File: src/rtl/sram_rr_arbiter_if.sv
// Requester and SRAM-side bus of sram_rr_arbiter.
// Command and response vectors are packed, with requester i at slice i.
// master: the requesters plus the SRAM macro (the environment).
// slave: the arbiter.
interface sram_rr_arbiter_if #(
  parameter int DW   = 32,
  parameter int AW   = 14,
  parameter int NREQ = 2
);
  localparam int BW = (DW + 7) / 8;

  // Requester command channel
  logic [NREQ-1:0]    req_valid;
  logic [NREQ-1:0]    req_ready;
  logic [NREQ-1:0]    req_wen;
  logic [NREQ*AW-1:0] req_addr;
  logic [NREQ*DW-1:0] req_wdata;
  logic [NREQ*BW-1:0] req_wstrb;

  // Read response channel
  logic [NREQ-1:0]    rsp_valid;
  logic [NREQ-1:0]    rsp_ready;
  logic [NREQ*DW-1:0] rsp_data;

  // 1R1W SRAM macro
  logic               sram_en_w;
  logic [AW-1:0]      sram_addr_w;
  logic [DW-1:0]      sram_data_w;
  logic [BW-1:0]      sram_wstrb;
  logic               sram_en_r;
  logic [AW-1:0]      sram_addr_r;
  logic [DW-1:0]      sram_data_r;

  modport master (
    output req_valid, req_wen, req_addr, req_wdata, req_wstrb, rsp_ready, sram_data_r,
    input  req_ready, rsp_valid, rsp_data,
    input  sram_en_w, sram_addr_w, sram_data_w, sram_wstrb, sram_en_r, sram_addr_r
  );

  modport slave (
    input  req_valid, req_wen, req_addr, req_wdata, req_wstrb, rsp_ready, sram_data_r,
    output req_ready, rsp_valid, rsp_data,
    output sram_en_w, sram_addr_w, sram_data_w, sram_wstrb, sram_en_r, sram_addr_r
  );
endinterface

File: src/rtl/sram_rr_arbiter.sv
// Round-robin arbiter that shares one 1R1W byte-strobed SRAM among NREQ requesters.
// The read and write ports are arbitrated independently, each with its own pointer.
// Writes are posted. Reads return through a per-requester valid/ready response
// register, two cycles after the grant.
module sram_rr_arbiter #(
  parameter int DW   = 32,
  parameter int AW   = 14,
  parameter int NREQ = 2
) (
  input logic             CLK,
  input logic             RSTn,
  sram_rr_arbiter_if.slave bus
);
  localparam int BW = (DW + 7) / 8;
  localparam int IW = (NREQ > 1) ? $clog2(NREQ) : 1;

  typedef logic [IW-1:0] idx_t;

  // Both pointers start at the top requester, so requester 0 wins the first contest.
  localparam idx_t PTR_RST = idx_t'(NREQ - 1);

  idx_t            wr_ptr, rd_ptr;
  idx_t            wr_idx, rd_idx;
  logic [NREQ-1:0] wr_elig, rd_elig;
  logic [NREQ-1:0] wr_gnt, rd_gnt;
  logic [NREQ-1:0] rd_inflight;
  logic [NREQ-1:0] rsp_valid_q;
  logic [DW-1:0]   rsp_data_q [NREQ];

  // First eligible index after ptr, wrapping modulo NREQ. The result is only
  // used when at least one requester is eligible.
  function automatic idx_t rr_pick(input logic [NREQ-1:0] elig, input idx_t ptr);
    idx_t pick;
    idx_t cand;
    logic found;
    pick  = '0;
    found = 1'b0;
    for (int k = 1; k <= NREQ; k++) begin
      cand = idx_t'((int'(ptr) + k) % NREQ);
      if (!found && elig[cand]) begin
        pick  = cand;
        found = 1'b1;
      end
    end
    return pick;
  endfunction

  // Compute eligibility and pick the round-robin winner on each port.
  always_comb begin
    // NOTE: every signal written here gets a default first. A path that leaves
    // a signal unassigned would infer a latch.
    wr_gnt  = '0;
    rd_gnt  = '0;
    wr_elig = bus.req_valid & bus.req_wen;
    // A requester may read again only once the previous response is gone,
    // or is being taken this cycle.
    rd_elig = bus.req_valid & ~bus.req_wen & ~rd_inflight & (~rsp_valid_q | bus.rsp_ready);
    wr_idx  = rr_pick(wr_elig, wr_ptr);
    rd_idx  = rr_pick(rd_elig, rd_ptr);
    if (|wr_elig) wr_gnt[wr_idx] = 1'b1;
    if (|rd_elig) rd_gnt[rd_idx] = 1'b1;
  end

  // A requester issues one command type at a time, so it gets at most one grant.
  assign bus.req_ready = wr_gnt | rd_gnt;

  // Drive the SRAM ports from the winners. The muxes output zero when the port is idle.
  always_comb begin
    bus.sram_en_w   = |wr_elig;
    bus.sram_addr_w = '0;
    bus.sram_data_w = '0;
    bus.sram_wstrb  = '0;
    bus.sram_en_r   = |rd_elig;
    bus.sram_addr_r = '0;
    if (|wr_elig) begin
      bus.sram_addr_w = bus.req_addr [wr_idx*AW +: AW];
      bus.sram_data_w = bus.req_wdata[wr_idx*DW +: DW];
      bus.sram_wstrb  = bus.req_wstrb[wr_idx*BW +: BW];
    end
    if (|rd_elig) begin
      bus.sram_addr_r = bus.req_addr[rd_idx*AW +: AW];
    end
  end

  // Advance each round-robin pointer to its winner; hold it when that port is idle.
  always_ff @(posedge CLK or negedge RSTn) begin
    if (!RSTn) begin
      wr_ptr <= PTR_RST;
      rd_ptr <= PTR_RST;
    end else begin
      // NOTE: sequential state uses non-blocking assignment only, so every
      // flop samples pre-edge values regardless of statement order.
      if (|wr_elig) wr_ptr <= wr_idx;
      if (|rd_elig) rd_ptr <= rd_idx;
    end
  end

  // Read pipeline. A grant marks the read in flight. The next edge captures
  // the SRAM output into the response register and raises rsp_valid.
  always_ff @(posedge CLK or negedge RSTn) begin
    if (!RSTn) begin
      rd_inflight <= '0;
      rsp_valid_q <= '0;
      // NOTE: rsp_data_q is a small register array, not a memory macro, so it
      // takes its reset value directly. The SRAM contents are never reset.
      for (int i = 0; i < NREQ; i++) rsp_data_q[i] <= '0;
    end else begin
      // A requester is read-eligible only when nothing is in flight, so a
      // grant and a capture never collide.
      rd_inflight <= rd_gnt;
      for (int i = 0; i < NREQ; i++) begin
        if (rd_inflight[i]) begin
          rsp_data_q[i]  <= bus.sram_data_r;
          rsp_valid_q[i] <= 1'b1;
        end else if (rsp_valid_q[i] && bus.rsp_ready[i]) begin
          rsp_valid_q[i] <= 1'b0;
        end
      end
    end
  end

  assign bus.rsp_valid = rsp_valid_q;

  for (genvar g = 0; g < NREQ; g++) begin : g_rsp
    assign bus.rsp_data[g*DW +: DW] = rsp_data_q[g];
  end

endmodule

File: src/flat_wrapper.sv
// flat-port wrapper written by rule: the top's interface ports become plain ports
module sram_rr_arbiter_flat 
#(
  parameter int DW   = 32,
  parameter int AW   = 14,
  parameter int NREQ = 2
)
  (CLK, RSTn, bus_req_valid, bus_req_wen, bus_req_addr, bus_req_wdata, bus_req_wstrb, bus_rsp_ready, bus_sram_data_r, bus_req_ready, bus_rsp_valid, bus_rsp_data, bus_sram_en_w, bus_sram_addr_w, bus_sram_data_w, bus_sram_wstrb, bus_sram_en_r, bus_sram_addr_r);
  sram_rr_arbiter_if #(.DW(DW), .AW(AW), .NREQ(NREQ)) bus_i ();
  input logic CLK;
  input logic RSTn;
  input wire logic [$bits(bus_i.req_valid)-1:0] bus_req_valid;
  input wire logic [$bits(bus_i.req_wen)-1:0] bus_req_wen;
  input wire logic [$bits(bus_i.req_addr)-1:0] bus_req_addr;
  input wire logic [$bits(bus_i.req_wdata)-1:0] bus_req_wdata;
  input wire logic [$bits(bus_i.req_wstrb)-1:0] bus_req_wstrb;
  input wire logic [$bits(bus_i.rsp_ready)-1:0] bus_rsp_ready;
  input wire logic [$bits(bus_i.sram_data_r)-1:0] bus_sram_data_r;
  output wire logic [$bits(bus_i.req_ready)-1:0] bus_req_ready;
  output wire logic [$bits(bus_i.rsp_valid)-1:0] bus_rsp_valid;
  output wire logic [$bits(bus_i.rsp_data)-1:0] bus_rsp_data;
  output wire logic [$bits(bus_i.sram_en_w)-1:0] bus_sram_en_w;
  output wire logic [$bits(bus_i.sram_addr_w)-1:0] bus_sram_addr_w;
  output wire logic [$bits(bus_i.sram_data_w)-1:0] bus_sram_data_w;
  output wire logic [$bits(bus_i.sram_wstrb)-1:0] bus_sram_wstrb;
  output wire logic [$bits(bus_i.sram_en_r)-1:0] bus_sram_en_r;
  output wire logic [$bits(bus_i.sram_addr_r)-1:0] bus_sram_addr_r;
  assign bus_i.req_valid = bus_req_valid;
  assign bus_i.req_wen = bus_req_wen;
  assign bus_i.req_addr = bus_req_addr;
  assign bus_i.req_wdata = bus_req_wdata;
  assign bus_i.req_wstrb = bus_req_wstrb;
  assign bus_i.rsp_ready = bus_rsp_ready;
  assign bus_i.sram_data_r = bus_sram_data_r;
  assign bus_req_ready = bus_i.req_ready;
  assign bus_rsp_valid = bus_i.rsp_valid;
  assign bus_rsp_data = bus_i.rsp_data;
  assign bus_sram_en_w = bus_i.sram_en_w;
  assign bus_sram_addr_w = bus_i.sram_addr_w;
  assign bus_sram_data_w = bus_i.sram_data_w;
  assign bus_sram_wstrb = bus_i.sram_wstrb;
  assign bus_sram_en_r = bus_i.sram_en_r;
  assign bus_sram_addr_r = bus_i.sram_addr_r;
  sram_rr_arbiter #(.DW(DW), .AW(AW), .NREQ(NREQ)) u_core (.CLK(CLK), .RSTn(RSTn), .bus(bus_i));
endmodule
File: config.mk
export PLATFORM = sky130hd
export DESIGN_NAME = sram_rr_arbiter_flat
export DESIGN_NICKNAME = d
export VERILOG_FILES = /design/src/rtl/sram_rr_arbiter_if.sv /design/src/rtl/sram_rr_arbiter.sv /design/src/flat_wrapper.sv
export SDC_FILE = /design/constraint.sdc
export NUM_CORES = 1
export LEC_CHECK = 0
export ABC_CLOCK_PERIOD_IN_PS = 2650
export BUFFER_PORTS_ARGS = -buffer_cell sky130_fd_sc_hd__buf_2
export CORE_AREA = 2 2 107 109
export CTS_BUF_LIST = sky130_fd_sc_hd__clkbuf_16
export CTS_CLUSTER_SIZE = 30
export DETAILED_ROUTE_END_ITERATION = 10
export DIE_AREA = 0 0 109 111
export GPL_ROUTABILITY_DRIVEN = 0
export PLACE_DENSITY = 0.72
export SYNTH_ARGS = -nofsm -noshare
export SYNTH_HDL_FRONTEND = slang
export SYNTH_SLANG_ARGS = --single-unit
File: constraint.sdc
create_clock -name CLK -period 2.65 [get_ports CLK]
set_input_delay 0.795 -clock CLK [delete_from_list [all_inputs] [get_ports CLK]]
set_output_delay 0.795 -clock CLK [all_outputs]
set_load 0.01 [all_outputs]
==> results of run 1 <==
-- final cells by class --
cell class | count | area (µm²) | share of cell area (%)
Clock inverter | 7 | 65.1 | 1.11
Sequential cell | 70 | 1760 | 30.1
Inverter | 2 | 8.76 | 0.150
Clock buffer | 9 | 225 | 3.86
Tap cell | 143 | 179 | 3.06
Timing Repair Buffer | 321 | 2060 | 35.3
Multi-Input combinational cell | 152 | 1540 | 26.4
-- logic make-up after synthesis --
family                 after synthesis
AO/OA/AOI/OAI                       73
flip-flops                          70
multiplexers                        64
buffers and inverters               22
AND/OR/NAND/NOR                     12
-- through the flow --
step	worst slack, ps	util, %
after floorplan	32.4	-
after global placement	-401	45.0
after detailed placement	-468	45.0
after CTS	-208	50.9
after global routing	-235	52.7
final	-210	52.7
-- state kept, by name (all words and copies together) (netlist names) --
register              flops
u_core.bus.rsp_data      64
u_core.bus.rsp_valid      2
u_core.rd_inflight        2
u_core.rd_ptr             1
u_core.wr_ptr             1
-- cell usage in the layout, fill, tap and decap left out --
master | Yosys | routed
buf_8 | 0 | 3
buf_6 | 2 | 18
buf_4 | 0 | 20
nand2_4 | 0 | 1
and2b_1 | 1 | 1
nor2b_4 | 0 | 1
a2111oi_4 | 1 | 1
a22o_1 | 64 | 64
dfrtp_2 | 0 | 1
dfrtp_1 | 68 | 67
a21o_2 | 1 | 1
nand3b_1 | 1 | 1
clkinv_4 | 0 | 1
buf_16 | 0 | 4
clkinv_2 | 0 | 1
buf_12 | 0 | 9
clkbuf_16 | 0 | 11
or2_1 | 1 | 1
dfstp_2 | 2 | 2
o22ai_2 | 0 | 1
nand2b_4 | 1 | 1
nand2b_1 | 1 | 1
a311oi_4 | 1 | 1
clkinv_1 | 1 | 3
a21oi_1 | 1 | 1
a31oi_4 | 0 | 1
a31oi_1 | 2 | 1
o21ai_0 | 1 | 1
nor2_4 | 0 | 6
clkinvlp_4 | 0 | 2
mux2_2 | 64 | 64
a21o_1 | 1 | 1
bufinv_16 | 0 | 1
buf_2 | 9 | 265
nand2_1 | 3 | 2
inv_1 | 1 | 1
-- metal layers --
layer / GRT usage (%) / share of wire, % / up-vias
met1: 26.2 / 35 / 1719
li1: - / - / 1572
met4: 9.74 / 3.9 / 0
met5: 0 / 0 / -
met3: 8.05 / 11 / 29
met2: 39.3 / 50 / 211
-- path summary, 6_finish.rpt --
| check | start | cells past startpoint | to |
|---|---|---|---|
| min in group CLK | u_core.bus.rsp_data[44] | 1 | u_core.bus.rsp_data[44] |
| worst min register to register | u_core.bus.rsp_data[44] | 1 | u_core.bus.rsp_data[44] |
| max in group asynchronous | RSTn | 2 | u_core.wr_ptr |
| worst max register to register | u_core.rd_inflight[1] | 4 | u_core.rd_inflight[1] |
| worst max-delay path | bus_req_wen[1] | 8 | bus_sram_addr_r[11] |
| worst min-delay path | RSTn | 2 | u_core.bus.rsp_data[19] |
-- power groups by stage --
stage	Sequential [mW]	Clock, mW	Combinational, mW
finish	1.51	1.16	1.37
CTS	1.51	1.20	1.34
global route	1.55	1.25	1.46
global placement	1.50	0	1.23
detailed placement	1.53	0	1.24
floorplan	1.65	0	0.475
-- timing repair --
action	CTS	global route
cloned	8	2
endpoints found under the setup margin	66	66
pin swaps	31	47
buffers inserted	12	9
resized for setup	32	14
==> reports/metrics.cfg, run 1 <==
[pwr]
intPower_mw = 2.81
switching_share_pct = 30.5
share_comb_of_total_power_pct = 33.9
clkPwrFrac_pct = 28.7
power_mw = 4.04
p_sw_mw = 1.24
seqPwrFrac_pct = 37.3
ir_drop_mv = 0.576
p_leak_nw = 3.03
p_per_area_nw_per_um2 = 692

[yosys]
yosysWarningCount = 0
async_flop_share_pct = 100
synthTopCellsByCount = dfrtp_1 (68), a22o_1 (64), mux2_2 (64)
yosysUniqueCellTypes = 26
synth_compound_area_share_pct = 19.9
yosys.area_share.simple_pct = 2.19
synthCells = 241
yosysTopAreaCell = dfrtp_1
synth_flop_cell = dfrtp_1
yosys-top-cells-area = dfrtp_1 (51%), mux2_2 (22%), a22o_1 (17%)
ys_seq_area_share_pct = 52.9
syn_area_um2 = 3320
synth_xor_area_share_pct = 0
synthAdderAreaFrac_pct = 0
synth_top_cell_area_share_pct = 51.3
synth_edf_count = 0
synthMuxAreaShare_pct = 21.7
synth.most_common_cell = dfrtp_1
synth_top_family_by_area = multiplexers
syn_area_per_cell_um2 = 13.8
synth-seq-cells = 70
synth_fp_nets = 381

[setup_path]
worstPathMaxFanout = 12
path_buf_inv = 5
cp.required_ps = 1860
crit_path_top_delay_cell = a311oi_4
slowest_delay_ps = 280
critPathTopFamily = buffers and inverters
criticalPathCategory = input port to output port
r2r_slack_ps = 1280
cp-end-kind = output port
worstSetupStartpointType = input port
critical_path_arrival_ps = 2060
path_common_cell = buf_6
cp_cell_sequence = buf_8 -> buf_6 -> nand2b_4 -> buf_6 -> a311oi_4 -> buf_12 -> a22o_1 -> buf_2

[run_status]
violations = negative setup slack
status = finished with violations

[final_layout]
stdcell_count = 704
nNetsFinal = 696
drive_gt1_share_pct = 74.2
design_area_um2 = 5840
fill_cells = 993
antenna_cells = 0
syn2layout_area_growth_pct = 76.2

[drt]
drtIter0Drc = 251
vias = 3531
vias_per_cell = 5.02
drc = 0
first_pass_iters = 4
antenna_left = 0
post_drt_wl_per_cell_um = 20.2
routed_wl_um = 14200

[clock_tree]
cts-buffers-inserted = 9
path_clk_slew_ps = 60
cts_hold_buf = 0
cts_buffer_depth = 2
cts_sinks = 70
cts_tree = done
htreeDepth = 3
worstSkewPairLatency_ps = 330
root_buffer = clkbuf_16

[global_route]
grt_pass1_wl_um = 20700
antenna_found_initial = 0
overflow = 0
grtUsageTotal_pct = 23.2
grt_pass1_vias = 3656
grt_max_degree = 71

[placed_design]
dp.cells = 659
dpl_cell_area_um2 = 4990
dp_hpwl_um = 10200
numPortBuffers = 273

[sta]
fmax_mhz = 350
drv_slew = 0
fin_crit_sh_pct = 108
setup_violations = 65
skew_ps = 4.75
setup_tns_ps = -6580
final-hold-violation-count = 0
rsz0062_at_grt = true
fin_crit_ps = 2860
fin_ws_ps = -210
fin_hold_ws_ps = 492
maxSlewHeadroom_pct = 72.7
worstMarginPinSlew_ps = 408

[flow_run]
cap_viol_max_count = 0

[die]
core_um2 = 11100
die_x_um = 109
io_pins = 274
die-area_um2 = 12100
initial_core_util_pct = 29.9
rows = 39
die_y_um = 111

[min_path]
hold_path_class = input port to async pin

Power figures use the tool's default switching activity.
==> run 2: changes to the inputs <==
--- a/config.mk
+++ b/config.mk
@@ -5,15 +5,16 @@
 export SDC_FILE = /design/constraint.sdc
 export NUM_CORES = 1
 export LEC_CHECK = 0
+export ABC_AREA = 1
 export ABC_CLOCK_PERIOD_IN_PS = 2650
 export BUFFER_PORTS_ARGS = -buffer_cell sky130_fd_sc_hd__buf_2
-export CORE_AREA = 2 2 107 109
+export CORE_AREA = 2 2 105 107
 export CTS_BUF_LIST = sky130_fd_sc_hd__clkbuf_16
 export CTS_CLUSTER_SIZE = 30
 export DETAILED_ROUTE_END_ITERATION = 10
-export DIE_AREA = 0 0 109 111
+export DIE_AREA = 0 0 107 109
 export GPL_ROUTABILITY_DRIVEN = 0
-export PLACE_DENSITY = 0.72
+export PLACE_DENSITY = 0.78
 export SYNTH_ARGS = -nofsm -noshare
 export SYNTH_HDL_FRONTEND = slang
 export SYNTH_SLANG_ARGS = --single-unit
==> run 2 against run 1 <==
Compared with the run above: the flow now finishes without violations; die area is 3.6% lower; global-route usage fell by 1.5 points; first-iteration DRC count is 92% higher; combinational power down 7%; cell count grew 33%; hold slack lost 120 ps; fmax is 10% higher; via count increased by 24%; sequential power about the same; highest routed layer unchanged.
==> reports/metrics.cfg, run 2 <==
[sta]
skew_ps = 4.81  ; +0.0599 ps
drv_slew = 0  ; unchanged
final-hold-violation-count = 0  ; unchanged
rsz0062_at_grt = true
worstMarginPinSlew_ps = 379  ; -29.5 ps
fmax_mhz = 385  ; +10%
setup_violations = 0  ; -100%
fin_crit_sh_pct = 97.9  ; -10 points
setup_tns_ps = 0  ; +6580 ps
maxSlewHeadroom_pct = 74.7  ; +2.0 points
fin_crit_ps = 2590  ; -266 ps

[final_layout]
nNetsFinal = 933  ; +34%
multi_input_area_um2 = 1720  ; +11%
syn2layout_area_growth_pct = 51.9
stdcell_count = 938  ; +33%
fill_cells = 1087  ; +9.5%
drive_gt1_share_pct = 40.2  ; -34 points
largest_reg_flops = 64  ; unchanged
final_cell_mix = nand2_1 (317), buf_2 (273), nand3_1 (76)
regArea_um2 = 1750  ; about the same
final_common_cell = nand2_1

[placed_design]
dp_hpwl_um = 9970  ; -2.0%
numPortBuffers = 273  ; unchanged
dp.cells = 921  ; +40%

[yosys]
yosys-top-cells-area = dfrtp_1 (46%), nand2_1 (32%), nand3_1 (10%)
async_flop_share_pct = 100  ; unchanged
yosysUniqueCellTypes = 21  ; -19%
synth_flop_cell = dfrtp_1
synth_fp_nets = 663  ; +74%
synthTopCellsByCount = nand2_1 (317), nand3_1 (76), dfrtp_1 (68)
synth_edf_count = 0  ; unchanged
synth_top_cell_area_share_pct = 46.3  ; -5.0 points
synth-seq-cells = 70  ; unchanged
ys_seq_area_share_pct = 47.7  ; -5.2 points
yosysTopAreaCell = dfrtp_1
yosysWarningCount = 0  ; unchanged
syn_area_um2 = 3670  ; +11%
synthCells = 523  ; +120%
syn_area_per_cell_um2 = 7.03  ; -49%
synth.most_common_cell = nand2_1

[pwr]
p_leak_nw = 3.50  ; +15%
p_per_area_nw_per_um2 = 703  ; +1.5%
ir_drop_mv = 0.579  ; +0.50%

[clock_tree]
cts-buffers-inserted = 9  ; unchanged
root_buffer = clkbuf_16
cts_sinks = 70  ; unchanged
cts_buffer_depth = 2  ; unchanged
htreeDepth = 3  ; unchanged
path_clk_slew_ps = 50  ; about the same
cts_tree = done
worstSkewPairLatency_ps = 320  ; about the same

[die]
die_y_um = 109  ; -1.8%
initial_core_util_pct = 34.7  ; +4.7 points
core_um2 = 10600  ; -4.3%
die-area_um2 = 11700  ; -3.6%
io_pins = 274  ; unchanged
die_x_um = 107  ; -1.8%
rows = 38  ; -2.6%

[global_route]
antenna_found_initial = 1  ; +1
overflow = 0  ; unchanged
grt_pass1_wl_um = 19600  ; -5.1%
grt_max_degree = 53  ; -25%
grtUsageTotal_pct = 21.7  ; -1.5 points
grt_pass1_vias = 3820  ; +4.5%

[drt]
first_pass_iters = 5  ; +1
top_layer = met4
vias_per_cell = 4.66  ; -7.0%
drc = 0  ; unchanged
met3_length_um = 1160  ; -28%
routed_wl_um = 13300  ; -6.1%
antenna_left = 0  ; unchanged
drtIter0Drc = 481  ; +92%
m1WireLength_um = 5570  ; +12%
post_drt_wl_per_cell_um = 14.2  ; -30%
wl_met2_um = 6390  ; -9.7%
vias = 4374  ; +24%

[setup_path]
cp-end-kind = output port
worstSetupStartpointType = input port
criticalPathCategory = input port to output port
cp.required_ps = 1860  ; about the same
critical_path_arrival_ps = 1800  ; -260 ps
worstPathMaxFanout = 36  ; +24

[run_status]
status = finished, final reports clean

[flow_run]
cap_viol_max_count = 0  ; unchanged

[min_path]
hold_path_class = input port to async pin

-- run 2: cell count changes after synthesis, sizes merged, moves of 3 or more --
cell and delta:
a22o -64, buf +10, clkbuf +3, inv +12, mux2 -64, nand2 +318
nand3 +77
-- run 2: kinds of logic (layout without fill, tap and decap cells) --
group / Yosys count / count (layout) / synth area share [%]
buffers and inverters: 46 / 320 / 6.20
and+or+nand+nor: 403 / 403 / 45.5
DFF: 70 / 70 / 47.7
AOI/OAI and AO/OA: 4 / 4 / 0.545
other: 0 / 1 / 0
-- run 2: through the flow --
stage	setup WS, ps	hold WS [ps]	total power, mW	util, %	cell area (µm²)
floorplan	359	499	2.13	-	3670
CTS	19.9	380	3.94	52.1	5530
global route	-46.3	389	4.18	52.7	5580
finish	55.9	372	3.92	52.7	5580
global placement	63.3	449	2.76	49.4	5240
detailed placement	29.2	453	2.78	49.4	5240
-- run 2: worst paths after layout --
check                           depth (start not counted)  slack, ps                    start                       to
worst min register to register                          2        460  u_core.bus.rsp_data[13]  u_core.bus.rsp_data[13]
worst max register to register                          6       1400  u_core.bus.rsp_valid[0]    u_core.rd_inflight[0]
max in group asynchronous                               2       1640                     RSTn            u_core.wr_ptr
min in group CLK                                        2        460  u_core.bus.rsp_data[13]  u_core.bus.rsp_data[13]
worst max-delay path                                    8         60         bus_req_valid[0]        bus_sram_wstrb[2]
worst min-delay path                                    1        370                     RSTn  u_core.bus.rsp_data[52]
-- run 2: what timing repair did --
| action | CTS | global route |
|---|---|---|
| endpoints found under the setup margin | 0 | 16 |
| gates resized for setup | 0 | 5 |
| hold buffers | 0 | 0 |
| buffers inserted | 0 | 0 |
-- run 2: routing by layer --
layer,track usage [%],vias to the layer above
li1,-,2173
met5,0,-
met2,33.4,208
met1,30.1,1972
met3,5.74,21
met4,6.59,0
-- run 2: area by class of cell --
| cell class | count | share of cell area (%) |
|---|---|---|
| Multi-Input combinational cell | 407 | 30.7 |
| Clock inverter | 6 | 1.12 |
| Clock buffer | 9 | 4.03 |
| Antenna cell | 1 | 0.0448 |
| Timing Repair Buffer | 292 | 28.5 |
| Tap cell | 140 | 3.14 |
| Sequential cell | 70 | 31.4 |
| Inverter | 13 | 0.964 |
-- run 2: power breakdown --
part / leakage, nW / switching (mW) / internal [mW]
Clock: 0.135 / 0.429 / 0.720
Sequential: 0.859 / 0.143 / 1.35
Combinational: 2.50 / 0.763 / 0.521
Total: 3.50 / 1.33 / 2.59
-- run 2: worst max-delay path: stages --
cell and delay (ps):
buf_2 120, nand3_1 150, nand2_4 110, inv_2 100, buf_12 190, nand2_1 80, nand2_1 80, buf_2 160
==> run 3: changes to the inputs <==
--- a/config.mk
+++ b/config.mk
@@ -6,15 +6,15 @@
 export NUM_CORES = 1
 export LEC_CHECK = 0
 export ABC_AREA = 1
-export ABC_CLOCK_PERIOD_IN_PS = 2650
+export ABC_CLOCK_PERIOD_IN_PS = 3300
 export BUFFER_PORTS_ARGS = -buffer_cell sky130_fd_sc_hd__buf_2
-export CORE_AREA = 2 2 105 107
+export CORE_AREA = 2 2 106 108
 export CTS_BUF_LIST = sky130_fd_sc_hd__clkbuf_16
 export CTS_CLUSTER_SIZE = 30
 export DETAILED_ROUTE_END_ITERATION = 10
-export DIE_AREA = 0 0 107 109
+export DIE_AREA = 0 0 108 110
 export GPL_ROUTABILITY_DRIVEN = 0
-export PLACE_DENSITY = 0.78
+export PLACE_DENSITY = 0.77
 export SYNTH_ARGS = -nofsm -noshare
 export SYNTH_HDL_FRONTEND = slang
 export SYNTH_SLANG_ARGS = --single-unit
==> constraint.sdc (replaced) <==
create_clock -name CLK -period 3.3 [get_ports CLK]
set_input_delay 0.99 -clock CLK [delete_from_list [all_inputs] [get_ports CLK]]
set_output_delay 0.99 -clock CLK [all_outputs]
set_load 0.01 [all_outputs]
==> run 3 against run 2 <==
Compared with the run above: cell count decreased by 0.85%; sequential power decreased by 19%; non-clock buffer count decreased by 8.
==> reports/metrics.cfg, run 3 (synthesis gave the netlist of run 2 again) <==
[drt]
drc = 0  ; unchanged
antenna_left = 0  ; unchanged
vias = 4438  ; +1.5%
first_pass_iters = 6  ; +1
vias_per_cell = 4.77  ; +2.3%
routed_wl_um = 13800  ; +3.2%
drtIter0Drc = 411  ; -15%
post_drt_wl_per_cell_um = 14.8  ; +4.1%

[pwr]
power_mw = 3.15  ; -20%
p_leak_nw = 3.45  ; -1.5%
p_per_area_nw_per_um2 = 575  ; -18%
ir_drop_mv = 0.355  ; -39%

[die]
initial_core_util_pct = 34.4  ; -0.31 points
core_um2 = 10700  ; +0.90%
die_x_um = 108  ; +0.93%
rows = 38  ; unchanged
die-area_um2 = 11900  ; +1.9%
io_pins = 274  ; unchanged
die_y_um = 110  ; +0.92%

[setup_path]
worstSetupStartpointType = input port
cp.required_ps = 2310  ; +450 ps
r2r.worst_path.cells = 5  ; -1
critical_path_arrival_ps = 2120  ; +320 ps
worstPathMaxFanout = 23  ; -36%
cp-end-kind = output port
criticalPathCategory = input port to output port

[placed_design]
numPortBuffers = 273  ; unchanged
dp_hpwl_um = 10300  ; +2.8%

[clock_tree]
cts_hold_buf = 0  ; unchanged
cts_buffer_depth = 2  ; unchanged
worstSkewPairLatency_ps = 320  ; about the same
root_buffer = clkbuf_16
cts-buffers-inserted = 9  ; unchanged
cts_resized = 0  ; unchanged
cts_setup_buffers = 0  ; unchanged
path_clk_slew_ps = 60  ; about the same
cts_tree = done
htreeDepth = 3  ; unchanged
cts_sinks = 70  ; unchanged

[final_layout]
regArea_um2 = 1750  ; unchanged
multi_input_area_um2 = 1700  ; -1.2%
final_common_cell = nand2_1
syn2layout_area_growth_pct = 49.0
fill_cells = 1104  ; +1.6%
drive_gt1_share_pct = 39.6  ; -0.53 points
nNetsFinal = 925  ; -0.86%
antenna_cells = 0  ; -1
final_cell_mix = nand2_1 (316), buf_2 (273), nand3_1 (76)
largest_reg_flops = 64  ; unchanged
post-route-util_pct = 51.2  ; -1.5 points

[min_path]
hold_path_depth = 2
hold_path_class = flop to flop

[sta]
worstMarginPinSlew_ps = 412  ; +33.1 ps
final-hold-violation-count = 0  ; unchanged
skew_ps = 7.24  ; +2.43 ps
drv_slew = 0  ; unchanged
fin_crit_sh_pct = 94.2
rsz0062_at_grt = false
fin_crit_ps = 3110
setup_tns_ps = 0  ; unchanged
fmax_mhz = 322
maxSlewHeadroom_pct = 72.5  ; -2.2 points
setup_violations = 0  ; unchanged

[global_route]
grtUsageTotal_pct = 21.8  ; +0.090 points
grt_pass1_wl_um = 19700  ; +0.49%
antenna_found_initial = 0  ; -1
overflow = 0  ; unchanged
grt_pass1_vias = 3765  ; -1.4%
grt_max_degree = 71  ; +34%

[run_status]
status = finished, final reports clean

[flow_run]
cap_viol_max_count = 0  ; unchanged

[run 3: critical path: stages]
cell,delay (ps)
buf_2,100
nand2_1,90
inv_2,70
nand2_2,110
inv_2,100
buf_4,270
nand2_1,80
nand2_1,140
buf_2,160
[run 3: power breakdown]
part           switching [mW]  total (mW)  internal, mW  leakage, nW
Sequential              0.116        1.20          1.08        0.859
Clock                   0.355       0.940         0.586        0.142
Combinational           0.606        1.01         0.402         2.45
[run 3: cell type report]
cell class,count,area share (%)
flip-flops and latches,70,32.0
multi-input cells,407,31.0
repair buffers,284,27.4
clock buffers,9,4.11
well taps,140,3.20
clock inverters,7,1.30
inverters,13,0.983
[run 3: through the flow]
| step | std cells | worst slack [ps] | hold WS (ps) | area, µm² |
|---|---|---|---|---|
| 2_1_floorplan | 523 | 619 | 507 | 3670 |
| 3_3_place_gp | 914 | 249 | 448 | 5180 |
| 3_5_place_dp | 914 | 238 | 453 | 5180 |
| 4_1_cts | 930 | 237 | 468 | 5470 |
| 5_1_grt | 930 | 144 | 479 | 5470 |
| 6_report | 930 | 190 | 464 | 5470 |
[run 3: path summary, 6_finish.rpt]
kind | from | end | slack, ps
max reg2reg | u_core.rd_inflight[0] | u_core.rd_inflight[0] | 1850
max in group asynchronous | RSTn | u_core.rd_ptr | 2270
min reg2reg | u_core.bus.rsp_data[44] | u_core.bus.rsp_data[44] | 460
max | bus_req_valid[1] | bus_sram_wstrb[1] | 190
min | u_core.bus.rsp_data[44] | u_core.bus.rsp_data[44] | 460
min in group asynchronous | RSTn | u_core.bus.rsp_data[18] | 670
[run 3: layer usage]
| layer | vias to the layer above | wire [µm] | track usage [%] |
|---|---|---|---|
| met5 | - | 0 | 0 |
| met2 | 237 | 6720 | 35.4 |
| met4 | 0 | 180 | 5.77 |
| met1 | 2036 | 5610 | 29.1 |
| li1 | 2147 | - | - |
| met3 | 18 | 1270 | 5.70 |
